### config.mk
export PLATFORM = sky130hd
export DESIGN_NAME = phased_lookup_ctrl
export DESIGN_NICKNAME = d
export VERILOG_FILES = /design/src/rtl/phased_lookup_ctrl.sv
export SDC_FILE = /design/constraint.sdc
export NUM_CORES = 1
export LEC_CHECK = 0
export ABC_AREA = 1
export BUFFER_PORTS_ARGS = -buffer_cell sky130_fd_sc_hd__clkbuf_2
export CAP_MARGIN = 20
export CORE_MARGIN = 1.5
export CORE_UTILIZATION = 40
export DETAILED_ROUTE_END_ITERATION = 7
export GPL_TIMING_DRIVEN = 0
export MAX_ROUTING_LAYER = met4
export PLACE_DENSITY = 0.72
export SYNTH_ARGS = -nofsm -noshare
export SYNTH_HDL_FRONTEND = slang
export SYNTH_SLANG_ARGS = --single-unit
### constraint.sdc
create_clock -name clk -period 10.1 [get_ports clk]
set_clock_uncertainty 0.05 [all_clocks]
set_input_delay 1.515 -clock clk [delete_from_list [all_inputs] [get_ports clk]]
set_output_delay 1.515 -clock clk [all_outputs]
set_load 0.005 [all_outputs]
### src/rtl/phased_lookup_ctrl.sv
// Tag/data phase sequencer for a 4-way phased cache: tag compare, single-way data enable, miss fill.
// Define LOOKUP_STATS_EN to add saturating hit_count/miss_count outputs.
//
// state    | meaning
// IDLE     | waiting for a request, req_ready high
// TAG      | tag arrays read at index, hit vector evaluated
// DATA     | data_rd_en on the winning way only
// RESP     | resp_valid pulse, resp_hit = original lookup outcome
// MISS_REQ | mem_req held until mem_ack
// FILL     | load_way/tag_wr into victim, then re-lookup
module phased_lookup_ctrl #(
  parameter int TAG_W = 26,
  parameter int IDX_W = 2,
  parameter int OFF_W = 4
) (
`ifdef LOOKUP_STATS_EN
  output logic [15:0]                hit_count,
  output logic [15:0]                miss_count,
`endif
  input  logic                       clk,
  input  logic                       reset,
  input  logic                       req_valid,
  output logic                       req_ready,
  input  logic [31:0]                req_addr,
  input  logic [4*TAG_W-1:0]         tag_rd,
  output logic [IDX_W-1:0]           index,
  output logic [(1<<IDX_W)-1:0]      index_dec,
  output logic [3:0]                 load_way,
  output logic [TAG_W-1:0]           tag_wr,
  output logic                       data_rd_en,
  output logic [3:0]                 data_way_sel,
  output logic                       resp_valid,
  output logic                       resp_hit,
  output logic                       mem_req,
  output logic [31-OFF_W:0]          mem_addr,
  input  logic                       mem_ack
);

  localparam int NSETS = 1 << IDX_W;

  typedef enum logic [2:0] {
    IDLE     = 3'd0,
    TAG      = 3'd1,
    DATA     = 3'd2,
    RESP     = 3'd3,
    MISS_REQ = 3'd4,
    FILL     = 3'd5
  } state_t;

  state_t              state;
  logic [TAG_W-1:0]    lat_tag;
  logic [IDX_W-1:0]    lat_idx;
  logic [31-OFF_W:0]   lat_blk;
  logic                miss_flag;
  logic [3:0]          valid [NSETS];
  logic [1:0]          ptr [NSETS];

  logic [3:0]          hit_vec;
  logic [3:0]          hit_first;
  logic [3:0]          free_vec;
  logic                all_valid;
  logic [3:0]          victim;

  // The block offset never reaches the lookup path.
  logic                unused_offset;
  assign unused_offset = ^req_addr[OFF_W-1:0];

  always_comb begin
    hit_vec = '0;
    for (int w = 0; w < 4; w++) begin
      hit_vec[w] = valid[lat_idx][w] && (tag_rd[w*TAG_W +: TAG_W] == lat_tag);
    end
    // x & -x isolates the lowest set bit: lowest way wins on multi-hit / first free way
    hit_first = hit_vec & (~hit_vec + 4'd1);
    free_vec  = ~valid[lat_idx];
    all_valid = (free_vec == 4'd0);
    victim    = all_valid ? (4'b0001 << ptr[lat_idx]) : (free_vec & (~free_vec + 4'd1));
  end

  always_ff @(posedge clk or posedge reset) begin
    if (reset) begin
      state        <= IDLE;
      lat_tag      <= '0;
      lat_idx      <= '0;
      lat_blk      <= '0;
      miss_flag    <= 1'b0;
      for (int s = 0; s < NSETS; s++) begin
        valid[s] <= '0;
        ptr[s]   <= '0;
      end
      req_ready    <= 1'b1;
      index        <= '0;
      index_dec    <= '0;
      load_way     <= '0;
      tag_wr       <= '0;
      data_rd_en   <= 1'b0;
      data_way_sel <= '0;
      resp_valid   <= 1'b0;
      resp_hit     <= 1'b0;
      mem_req      <= 1'b0;
      mem_addr     <= '0;
    end else begin
      resp_valid <= 1'b0;
      data_rd_en <= 1'b0;
      load_way   <= '0;
      tag_wr     <= '0;
      case (state)
        IDLE: begin
          if (req_valid) begin
            lat_tag   <= req_addr[31 -: TAG_W];
            lat_idx   <= req_addr[OFF_W +: IDX_W];
            lat_blk   <= req_addr[31:OFF_W];
            index     <= req_addr[OFF_W +: IDX_W];
            index_dec <= {{(NSETS-1){1'b0}}, 1'b1} << req_addr[OFF_W +: IDX_W];
            req_ready <= 1'b0;
            state     <= TAG;
          end
        end
        TAG: begin
          if (hit_vec != 4'd0) begin
            data_rd_en   <= 1'b1;
            data_way_sel <= hit_first;
            state        <= DATA;
          end else begin
            miss_flag <= 1'b1;
            mem_req   <= 1'b1;
            mem_addr  <= lat_blk;
            state     <= MISS_REQ;
          end
        end
        DATA: begin
          data_way_sel <= '0;
          resp_valid   <= 1'b1;
          resp_hit     <= !miss_flag;
          state        <= RESP;
        end
        RESP: begin
          resp_hit  <= 1'b0;
          miss_flag <= 1'b0;
          index     <= '0;
          index_dec <= '0;
          req_ready <= 1'b1;
          state     <= IDLE;
        end
        MISS_REQ: begin
          if (mem_ack) begin
            mem_req  <= 1'b0;
            mem_addr <= '0;
            load_way <= victim;
            tag_wr   <= lat_tag;
            // Round-robin only advances when every way is occupied.
            if (all_valid) ptr[lat_idx] <= ptr[lat_idx] + 2'd1;
            state    <= FILL;
          end
        end
        FILL: begin
          valid[lat_idx] <= valid[lat_idx] | load_way;
          state          <= TAG;
        end
        default: state <= IDLE;
      endcase
    end
  end

`ifdef LOOKUP_STATS_EN
  always_ff @(posedge clk or posedge reset) begin
    if (reset) begin
      hit_count  <= '0;
      miss_count <= '0;
    end else if (state == DATA) begin
      if (!miss_flag && hit_count != 16'hFFFF) hit_count <= hit_count + 16'd1;
      if (miss_flag && miss_count != 16'hFFFF) miss_count <= miss_count + 16'd1;
    end
  end
`endif

endmodule

==> impl_metrics.ini, run 1 <==
[global_route]
wire_length_of_the_first_global_routing_pass_um = 39080
number_of_antenna_violations_at_the_first_check_in_global_routing = 1
grt_start_max_net_pins = 68
overall_overflow_remaining_after_global_route = 0
grt_pass1_vias = 7138
grt.total_usage_pct = 27.44

[power_and_ir_drop]
vdd_ir_drop_max_v = 0.0001382
power_density_nw_per_um2 = 271.3
leakagePower_nw = 5.428

[floorplan]
design.die.area_um2 = 19140
num_io_pins = 213
row_count = 49
placeableCoreArea_um2 = 17960
die_height_um = 138.4
effective_utilization_at_floorplan_pct = 40.80
die_w_um = 138.4

[cts]
cts_made_buffers = 17
cts_htree_levels = 4
clkTransAtPathRegs_ps = 60
hold_buffers = 0
cts_buffer_depth = 2
cts_tree = yes
cts_setup_buffers = 0
post_cts.resized_instances = 0
cts_sinks = 129
ctsRootBufferMaster = clkbuf_16
insertion_delay_ps = 430

[cells_and_area]
area.growth.synth_to_final_pct = 26.72
register_area_um2 = 3229
final_layout_size_suffix_gt1_share_pct = 21.01
layout_common_cells = nand2_1 (448), clkbuf_2 (209), nor2_1 (155), inv_1 (130), dfrtp_1 (128)
nNetsFinal = 1454
area_occupied_by_multi_input_gates_um2 = 3461
postLayoutCellArea_um2 = 9286
final_common_cell = nand2_1
filler_cell_count = 1807

[synthesis]
netlist_area_um2 = 7328
yosys_most_used_dff = dfrtp_1
mappedNetlistNets = 1226
synth_area_per_cell_um2 = 6.773
edff_count_synth = 0
synth_seq_cells = 129
netlist_instances = 1082
synth_sequential_area_ratio_pct = 44.07
cell_type_with_the_highest_aggregate_area_in_the_netlist = dfrtp_1
synth.top_cell.area_share_pct = 43.71
synth_cell_type_count = 35
synth_top_cells_by_area = dfrtp_1 (44%), nand2_1 (23%), nor2_1 (7.9%)
post_synth_arst_share_pct = 100.0
yosys_warning_count = 0

[critical_path]
r2r-start = lat_idx[0]$_DFFE_PP0P_
critical_path.reg2reg.endpoint = mem_addr[6]$_DFFE_PP0P_
endpoint_kind_of_the_worst_setup_timing_path = register
critical_path_peak_fanout = 10
critPathKind = in2reg
worst-endpoint-required_ps = 10360
register_to_register_setup_slack_ps = 7450
start_kind = primary input
timing.critical_path.from = tag_rd[3]
critical_path_arrival_ps = 3290
reg2reg_depth = 13

[drt]
postRouteWirelength_um = 24870
detail_route.wl_per_cell_um = 16.01
drtIter0Drc = 692
drt-vias-per-instance = 4.937
firstDrtPassIters = 5
postRouteAntennaNets = 0
post-route-drc-count = 0
vias = 7667

[timing]
rsz_0062_raised_after_global_routing = false
fmax_mhz = 329.8
min_period_over_period_pct = 30.02
timing_max_transition_violations_final = 0
finalWorstPathRequiredPeriod_ps = 3032
worst_slew_margin_rel_pct = 51.79
totalNegativeSetupSlack_ps = 0
finalSetupViolCount = 0
timing_worst_slew_pin_value_ps = 723.2
final-hold-violation-count = 0

[worst_hold_path]
holdCritStartpoint = mem_addr[2]$_DFFE_PP0P_
hold-path-endpoint = mem_addr[2]$_DFFE_PP0P_
worstHoldPathType = reg2reg
timing.hold.worst_path_depth = 2

[flow_run]
cap_viol_max_count = 0

[placement]
gp_congestion = 0.9359
dp_hpwl_um = 19930
placement.cell_area_um2 = 8688
buffer_ports.inserted = 208

[run_status]
status = finished, final reports clean
-- sequential cells by signal, summed over array words and instances, names as in the netlist --
register	cells
tag_wr	26
load_way	4
mem_req	1
data_way_sel	4
ptr	8
miss_flag	1
lat_tag	26
resp_valid	1
valid	16
state	3
lat_idx	1
data_rd_en	1
index	2
mem_addr	28
index_dec	4
resp_hit	1
req_ready	1
lat_blk	1
-- critical path: stages --
cell and delay, ps:
clkbuf_2 110, xnor2_1 360, nand2_1 90, nor2_1 250
nand2_1 120, nor2_2 160, nor2_2 60, buf_2 200
buf_2 240, nand4_1 120, nand2_1 60
-- metrics by stage --
stage | util, % | total power, W | hold slack [ps] | setup slack [ps] | std cells
finish | 51.70 | 0.002519 | 416.2 | 7068 | 1553
global route | 51.70 | 0.002706 | 448.9 | 6983 | 1553
CTS | 51.68 | 0.002517 | 422.8 | 7112 | 1552
detailed placement | 48.37 | 0.001888 | 408.8 | 6696 | 1520
global placement | 48.19 | 0.001866 | 400.0 | 3599 | 1519
floorplan | - | 0.001481 | 386.5 | 5096 | 1082
-- final cells by class --
type	count	area share, %
diodes	1	0.02695
plain buffers	26	1.374
clock buffers	18	4.729
clock inverters	14	1.684
inverters	136	5.551
multi-input cells	791	37.27
flip-flops and latches	129	34.78
well taps	229	3.085
repair buffers	209	11.51
-- worst max-delay path by stage --
stage / slack [ps] / endpoint / cells past startpoint
floorplan: 5100 / data_rd_en$_DFF_PP0_ / 1
global placement: 3600 / lat_tag[8]$_DFFE_PP0P_ / 2
detailed placement: 6700 / mem_addr[6]$_DFFE_PP0P_ / 14
CTS: 7110 / mem_addr[6]$_DFFE_PP0P_ / 14
global route: 6980 / mem_addr[6]$_DFFE_PP0P_ / 14
finish: 7070 / mem_addr[6]$_DFFE_PP0P_ / 11
-- cells by family (layout without fill, tap and decap cells) --
family | after synthesis | after routing | share of synthesized area (%)
simple gates | 690 | 690 | 37.95
buf+inv | 162 | 403 | 8.707
flops | 129 | 129 | 44.07
compound gates | 67 | 67 | 4.866
xor+xnor | 26 | 26 | 3.107
fa+ha+maj | 4 | 4 | 0.6830
mux | 4 | 4 | 0.6146
other cells | 0 | 1 | 0
-- cell usage after synthesis, types with 6 or more instances --
cell type  number
nand2_1       448
nor2_1        155
inv_1         131
dfrtp_1       128
o21ai_0        44
nand4_1        35
nand3_1        23
xor2_1         18
a21oi_1        13
clkbuf_1       12
buf_2          11
nor3_1          9
xnor2_1         8
nor2_2          6
-- layer usage --
metal | wire [um] | part of all wire [%] | up-vias | GRT usage (%)
met3 | 2081 | 8.4 | 40 | 5.196
met1 | 11020 | 44 | 3517 | 37.40
met2 | 11070 | 45 | 332 | 40.93
met5 | 0 | 0 | - | -
met4 | 692 | 2.8 | 0 | 9.640
li1 | - | - | 3778 | -
-- report_power, final --
| group | internal, W | switching (W) |
|---|---|---|
| registers | 0.000676 | 0.000134 |
| clock network | 0.000373 | 0.000250 |
| logic | 0.000350 | 0.000736 |
| total | 0.00140 | 0.00112 |
Power figures use the tool's default switching activity.
==> run 2: changes to the inputs <==
PLACE_DENSITY = 0.75   (was 0.72)
clock period = 2.7 ns   (was 10.1 ns; I/O delays follow)
==> run 2 against run 1 <==
  * Clock power increased to 3.9 times the previous value
  * Sequential share of layout area shrank 0.22 points
  * Combinational power grew to 3.7 times the previous value
  * Cell count increased by 0.13%
  * Design area grew 0.65%
  * Clock-buffer cell count up 3
  * Sequential power rose to 3.7 times the previous value
  * Non-clock buffer count increased by 3
  * Hold slack got worse by 290 ps
  * Setup slack worse by 6800 ps
  * Largest power group unchanged
  * Highest routed layer unchanged
==> impl_metrics.ini, run 2 (synthesized netlist as in run 1, its figures left out) <==
[run_status]
status = finished, final reports clean

[cts]
cts_tree = yes
ctsRootBufferMaster = clkbuf_16
cts_buffer_depth = 2
cts_htree_levels = 4
cts_setup_buffers = 0
insertion_delay_ps = 430
cts_sinks = 129
cts_made_buffers = 17
clkTransAtPathRegs_ps = 60

[placement]
gp_congestion = 0.9606
buffer_ports.inserted = 208
dp_hpwl_um = 20160
placement.cell_area_um2 = 8720

[drt]
postRouteWirelength_um = 25150
post-route-drc-count = 0
postRouteAntennaNets = 0
drt-vias-per-instance = 4.940
vias = 7682
detail_route.wl_per_cell_um = 16.17
firstDrtPassIters = 5
drtIter0Drc = 730

[power_and_ir_drop]
leakagePower_nw = 5.453
power_density_nw_per_um2 = 1018
vdd_ir_drop_max_v = 0.0004929

[timing]
rsz_0062_raised_after_global_routing = false
worst_slew_margin_rel_pct = 53.51
fmax_mhz = 407.6
finalSetupViolCount = 0
finalWorstPathRequiredPeriod_ps = 2453
hold-worst-slack_ps = 122.2
final-hold-violation-count = 0
timing_worst_slew_pin_value_ps = 697.3
min_period_over_period_pct = 90.86
totalNegativeSetupSlack_ps = 0
timing_max_transition_violations_final = 0

[global_route]
grt_start_max_net_pins = 43
wire_length_of_the_first_global_routing_pass_um = 39430
grt.total_usage_pct = 27.55
overall_overflow_remaining_after_global_route = 0
grt_pass1_vias = 7324
number_of_antenna_violations_at_the_first_check_in_global_routing = 0

[floorplan]
placeableCoreArea_um2 = 17960
num_io_pins = 213
effective_utilization_at_floorplan_pct = 40.80
row_count = 49
design.die.area_um2 = 19140
die_height_um = 138.4
die_w_um = 138.4

[critical_path]
r2r-start = lat_idx[0]$_DFFE_PP0P_
start_kind = register
critical_path.reg2reg.endpoint = mem_addr[2]$_DFFE_PP0P_
crit_chain = buf_2, nand2_1, inv_2, nand2_1, nand2_1, nor2_2, nor2_1, nand2_1, nor2_1, nor2_1, buf_2, buf_2, nand4_1, nand2_1
endpoint_kind_of_the_worst_setup_timing_path = register
worst_path_largest_cell_delay_ps = 360
worst-endpoint-required_ps = 3000
reg2reg_depth = 14
critPathKind = reg2reg
critical_path_peak_fanout = 10
critical-path-slowest-cell = dfrtp_1
register_to_register_setup_slack_ps = 250
critical-path-top-cell-by-count = nand2_1
critical_path_arrival_ps = 2760

[cells_and_area]
antennaDiodeCount = 0
filler_cell_count = 1826
final_common_cell = nand2_1
nNetsFinal = 1457
final_layout_size_suffix_gt1_share_pct = 21.04
registers.top_by_ff_count = mem_addr
biggestRegsByFlops = mem_addr x28, lat_tag x26, tag_wr x26
postLayoutCellArea_um2 = 9346
layout_common_cells = nand2_1 (448), clkbuf_2 (209), nor2_1 (154), inv_1 (130), dfrtp_1 (128)
largest_reg_flops = 28
area.growth.synth_to_final_pct = 27.54

[worst_hold_path]
hold-path-endpoint = lat_tag[3]$_DFFE_PP0P_
holdCritStartpoint = req_addr[9]
timing.hold.worst_path_depth = 3
worstHoldPathType = in2reg

[flow_run]
cap_viol_max_count = 0
run 2: power breakdown:
group          switching (W)  internal [W]
combinational        0.00277       0.00132
clock               0.000891       0.00151
sequential          0.000499       0.00253
run 2: timing repair:
| item | in CTS | in global routing |
|---|---|---|
| setup endpoints to repair | 0 | 2 |
| gates resized for setup | 0 | 1 |
| hold buffers | 1 | 0 |
| hold endpoints to repair | 16 | 0 |
run 2: critical path: cells and delay by family (launching register included):
family	cells	cell delay, ps
buffers and inverters	4	880
AND/OR/NAND/NOR	10	1090
flip-flops	1	360
run 2: stage by stage:
step	util, %	setup slack [ps]	cells	power (W)
final	52.03	246.8	1555	0.009511
after global routing	52.03	95.39	1555	0.01019
after CTS	52.02	165.7	1555	0.009495
after detailed placement	48.54	195.4	1522	0.007067
after global placement	48.21	-170.4	1519	0.006971
after floorplan	-	650.6	1082	0.005540
run 2: worst max-delay path by stage:
stage	startpoint	endpoint	slack [ps]	depth (start not counted)
finish	lat_idx[0]$_DFFE_PP0P_	mem_addr[2]$_DFFE_PP0P_	250	14
global route	lat_idx[0]$_DFFE_PP0P_	mem_addr[0]$_DFFE_PP0P_	100	14
CTS	lat_idx[0]$_DFFE_PP0P_	mem_addr[2]$_DFFE_PP0P_	170	13
detailed placement	lat_idx[0]$_DFFE_PP0P_	mem_addr[0]$_DFFE_PP0P_	200	13
global placement	reset	mem_addr[14]$_DFFE_PP0P_	-170	2
floorplan	reset	data_rd_en$_DFF_PP0_	650	1
run 2: layout make-up:
cell class	count	area (um^2)	share of cell area, %
Multi-Input combinational cell	791	3463	37.05
Sequential cell	129	3229	34.55
Timing Repair Buffer	212	1111	11.89
Clock inverter	11	153.9	1.647
Buffer	26	127.6	1.365
Tap cell	229	286.5	3.066
Clock buffer	21	460.4	4.926
Inverter	136	514.2	5.502
run 2: routing by layer:
metal	vias up	share of wire [%]	track usage, %
met2	327	44	41.42
met5	-	0	-
met3	44	7.7	5.404
met1	3529	46	37.14
li1	3782	-	-
met4	0	2.9	9.695
==> run 3: changes to the inputs <==
ABC_AREA = not set   (was 1)
PLACE_DENSITY = 0.76   (was 0.75)
RECOVER_POWER = 50   (was not set)
==> run 3 against run 2 <==
  * Register-to-register slack got worse by 110 ps
  * Via count decreased by 30%
  * Sequential share of layout area grew 4.7 points
  * Combinational power fell by 9.6%
  * Largest cell class is now registers
  * Highest routed layer unchanged
==> impl_metrics.ini, run 3 <==
[run_status]
status = finished, final reports clean

[floorplan]
die_w_um = 128.8
placeableCoreArea_um2 = 15310
die_height_um = 128.8
num_io_pins = 213
design.die.area_um2 = 16600
row_count = 45
effective_utilization_at_floorplan_pct = 41.36

[timing]
rsz_0062_raised_after_global_routing = false
finalWorstPathRequiredPeriod_ps = 2564
postLayoutSetupSlackWorst_ps = 136.0
final-hold-violation-count = 0
worst_slew_margin_rel_pct = 28.55
finalSetupViolCount = 0
fmax_mhz = 390.0
timing_worst_slew_pin_value_ps = 1072
min_period_over_period_pct = 94.96
timing_max_transition_violations_final = 0

[power_and_ir_drop]
vdd_ir_drop_max_v = 0.0004865
internal-power_w = 0.005338
share_seq_of_total_power_pct = 34.2
power_density_nw_per_um2 = 1081
power_switching_share_pct = 39.90
clock_power_share_pct = 24.2
p_comb_share_pct = 41.6
netSwitchingPower_w = 0.003544
leakagePower_nw = 4.125

[synthesis]
yosys_warning_count = 0
edff_count_synth = 0
synth_area_per_cell_um2 = 10.02
synth.top_cell.area_share_pct = 50.57
yosys.cell_count.top_type = dfrtp_1
yosys_most_used_dff = dfrtp_1
synth_sequential_area_ratio_pct = 50.99
post_synth_arst_share_pct = 100.0
cell_type_with_the_highest_aggregate_area_in_the_netlist = dfrtp_1
synth_cell_type_count = 40
synth_seq_cells = 129
mappedNetlistNets = 776
synth_top_cells_by_area = dfrtp_1 (51%), xor2_1 (8.6%), xnor2_1 (6.4%)
ys_top_cells_by_count = dfrtp_1 (128), nand2_1 (85), nor2_1 (67)
netlist_area_um2 = 6334
netlist_instances = 632

[cts]
cts_tree = yes
insertion_delay_ps = 410
cts_htree_levels = 4
ctsRootBufferMaster = clkbuf_16
cts_sinks = 129
cts_made_buffers = 17
cts_buffer_depth = 2
clkTransAtPathRegs_ps = 60

[cells_and_area]
final_common_cell = clkbuf_2
largest_reg_flops = 28
registers.top_by_ff_count = mem_addr
filler_cell_count = 1429
postLayoutCellArea_um2 = 8219
antennaDiodeCount = 0
finalCoreUtilization_pct = 53.67
layout_common_cells = clkbuf_2 (160), dfrtp_1 (128), nand2_1 (85), clkbuf_1 (72), nor2_1 (67)
biggestRegsByFlops = mem_addr x28, lat_tag x26, tag_wr x26
final_layout_size_suffix_gt1_share_pct = 26.41
nNetsFinal = 1002
final-instance-count-excl-fill = 1082
area.growth.synth_to_final_pct = 29.77

[placement]
dp_hpwl_um = 14990
place_worst_setup_slack_ps = -402.5
gp_congestion = 0.9484
placement.cell_area_um2 = 7702
buffer_ports.inserted = 208
placedCellCount = 1054

[critical_path]
critical_path_peak_fanout = 10
worst_path_largest_cell_delay_ps = 370
endpoint_kind_of_the_worst_setup_timing_path = register
critical-path-slowest-cell = nor4_2
start_kind = register
critical_path_arrival_ps = 2840
worst-endpoint-required_ps = 2980
crit_chain = clkbuf_1, xor2_1, nor4_2, nand4_1, nor4_4, nor4b_4, nand2_4, buf_6, mux2i_1
critPathKind = reg2reg

[worst_hold_path]
worstHoldPathType = in2reg

[flow_run]
cap_viol_max_count = 0

[global_route]
grt_start_max_net_pins = 44
wire_length_of_the_first_global_routing_pass_um = 29730
grt_pass1_vias = 5322
overall_overflow_remaining_after_global_route = 0
number_of_antenna_violations_at_the_first_check_in_global_routing = 0
grt.total_usage_pct = 25.29

[drt]
firstDrtPassIters = 5
vias = 5367
drtIter0Drc = 349
postRouteAntennaNets = 0
detail_route.wl_per_cell_um = 17.77
post-route-drc-count = 0
drt-vias-per-instance = 4.960
postRouteWirelength_um = 19230
[run 3: cell count changes after synthesis, sizes merged, moves of 29 or more]
cell,previous run,this run
mux2i,0,29
nand2,451,87
nor2,162,67
xnor2,8,46
inv,134,34
xor2,18,62
[run 3: critical path, delay by kind of cell (launching register included)]
family / cells / cell delay [ps]
buffers and inverters: 2 / 390
XOR/XNOR: 1 / 210
AND/OR/NAND/NOR: 5 / 1240
flip-flops: 1 / 350
multiplexers: 1 / 220
[run 3: cells by family (layout without fill, tap and decap cells)]
group                    after synthesis  in the layout  synth area share, %
AO/OA/AOI/OAI                         63             63                5.255
adder cells (fa/ha/maj)                4              4               0.7902
AND/OR/NAND/NOR                      207            207                14.90
flip-flops                           129            129                50.99
multiplexers                          39             39                7.487
XOR/XNOR                             108            108                14.93
buffers and inverters                 82            321                5.650
[run 3: cell type report]
class	count	area [um^2]	area share, %
sequential	129	3229	39.29
multi-input combinational	421	2804	34.11
timing repair buffer	214	1032	12.56
clock buffer	18	439.2	5.343
tap	211	264.0	3.212
buffer	41	205.2	2.497
inverter	34	128.9	1.568
clock inverter	14	116.4	1.416
[run 3: routing by layer]
metal  vias up  GRT usage, %  share of wire, %
li1       2507             -                 -
met1      2639         31.96                43
met2       196         40.61                48
met3        25         5.946               6.2
met4         0         7.403               2.0
met5         -             -                 0
[run 3: per-stage QoR]
stage          total power [W]  hold WS, ps  setup TNS [ps]
6_report              0.008882        145.9               0
5_1_grt               0.009492        133.1               0
4_1_cts               0.008996        130.2               0
3_5_place_dp          0.006799        400.2          -11200
3_3_place_gp          0.006665        399.3          -28900
2_1_floorplan         0.005440        377.6               0
[run 3: power groups by stage]
| stage | Sequential (W) | Combinational [W] | Clock [W] |
|---|---|---|---|
| after floorplan | 0.00289 | 0.00255 | 0 |
| after CTS | 0.00298 | 0.00383 | 0.00218 |
| after detailed placement | 0.00291 | 0.00389 | 0 |
| after global routing | 0.00311 | 0.00410 | 0.00229 |
| final | 0.00304 | 0.00369 | 0.00215 |
| after global placement | 0.00289 | 0.00377 | 0 |
[run 3: repair_timing]
item / in CTS / in global routing
hold buffers: 1 / 0
pin swaps: 2 / 3
gates resized for setup: 7 / 3
buffers inserted: 1 / 1
gates cloned: 0 / 0
endpoints found under the setup margin: 36 / 37
endpoints found under the hold margin: 19 / 0
[run 3: final timing paths]
check                                             start                      end  slack [ps]  depth (start not counted)
worst min register to register    miss_flag$_DFFE_PP0P_     resp_hit$_DFFE_PP0P_         410                          1
max in group asynchronous                         reset     tag_wr[13]$_DFF_PP0_         460                          4
worst max register to register  lat_tag[20]$_DFFE_PP0P_  mem_addr[3]$_DFFE_PP0P_         140                          9
min in group asynchronous                         reset      tag_wr[3]$_DFF_PP0_         630                          3
worst max-delay path            lat_tag[20]$_DFFE_PP0P_  mem_addr[3]$_DFFE_PP0P_         140                          9
worst min-delay path                        req_addr[7]   lat_tag[1]$_DFFE_PP0P_         150                          3
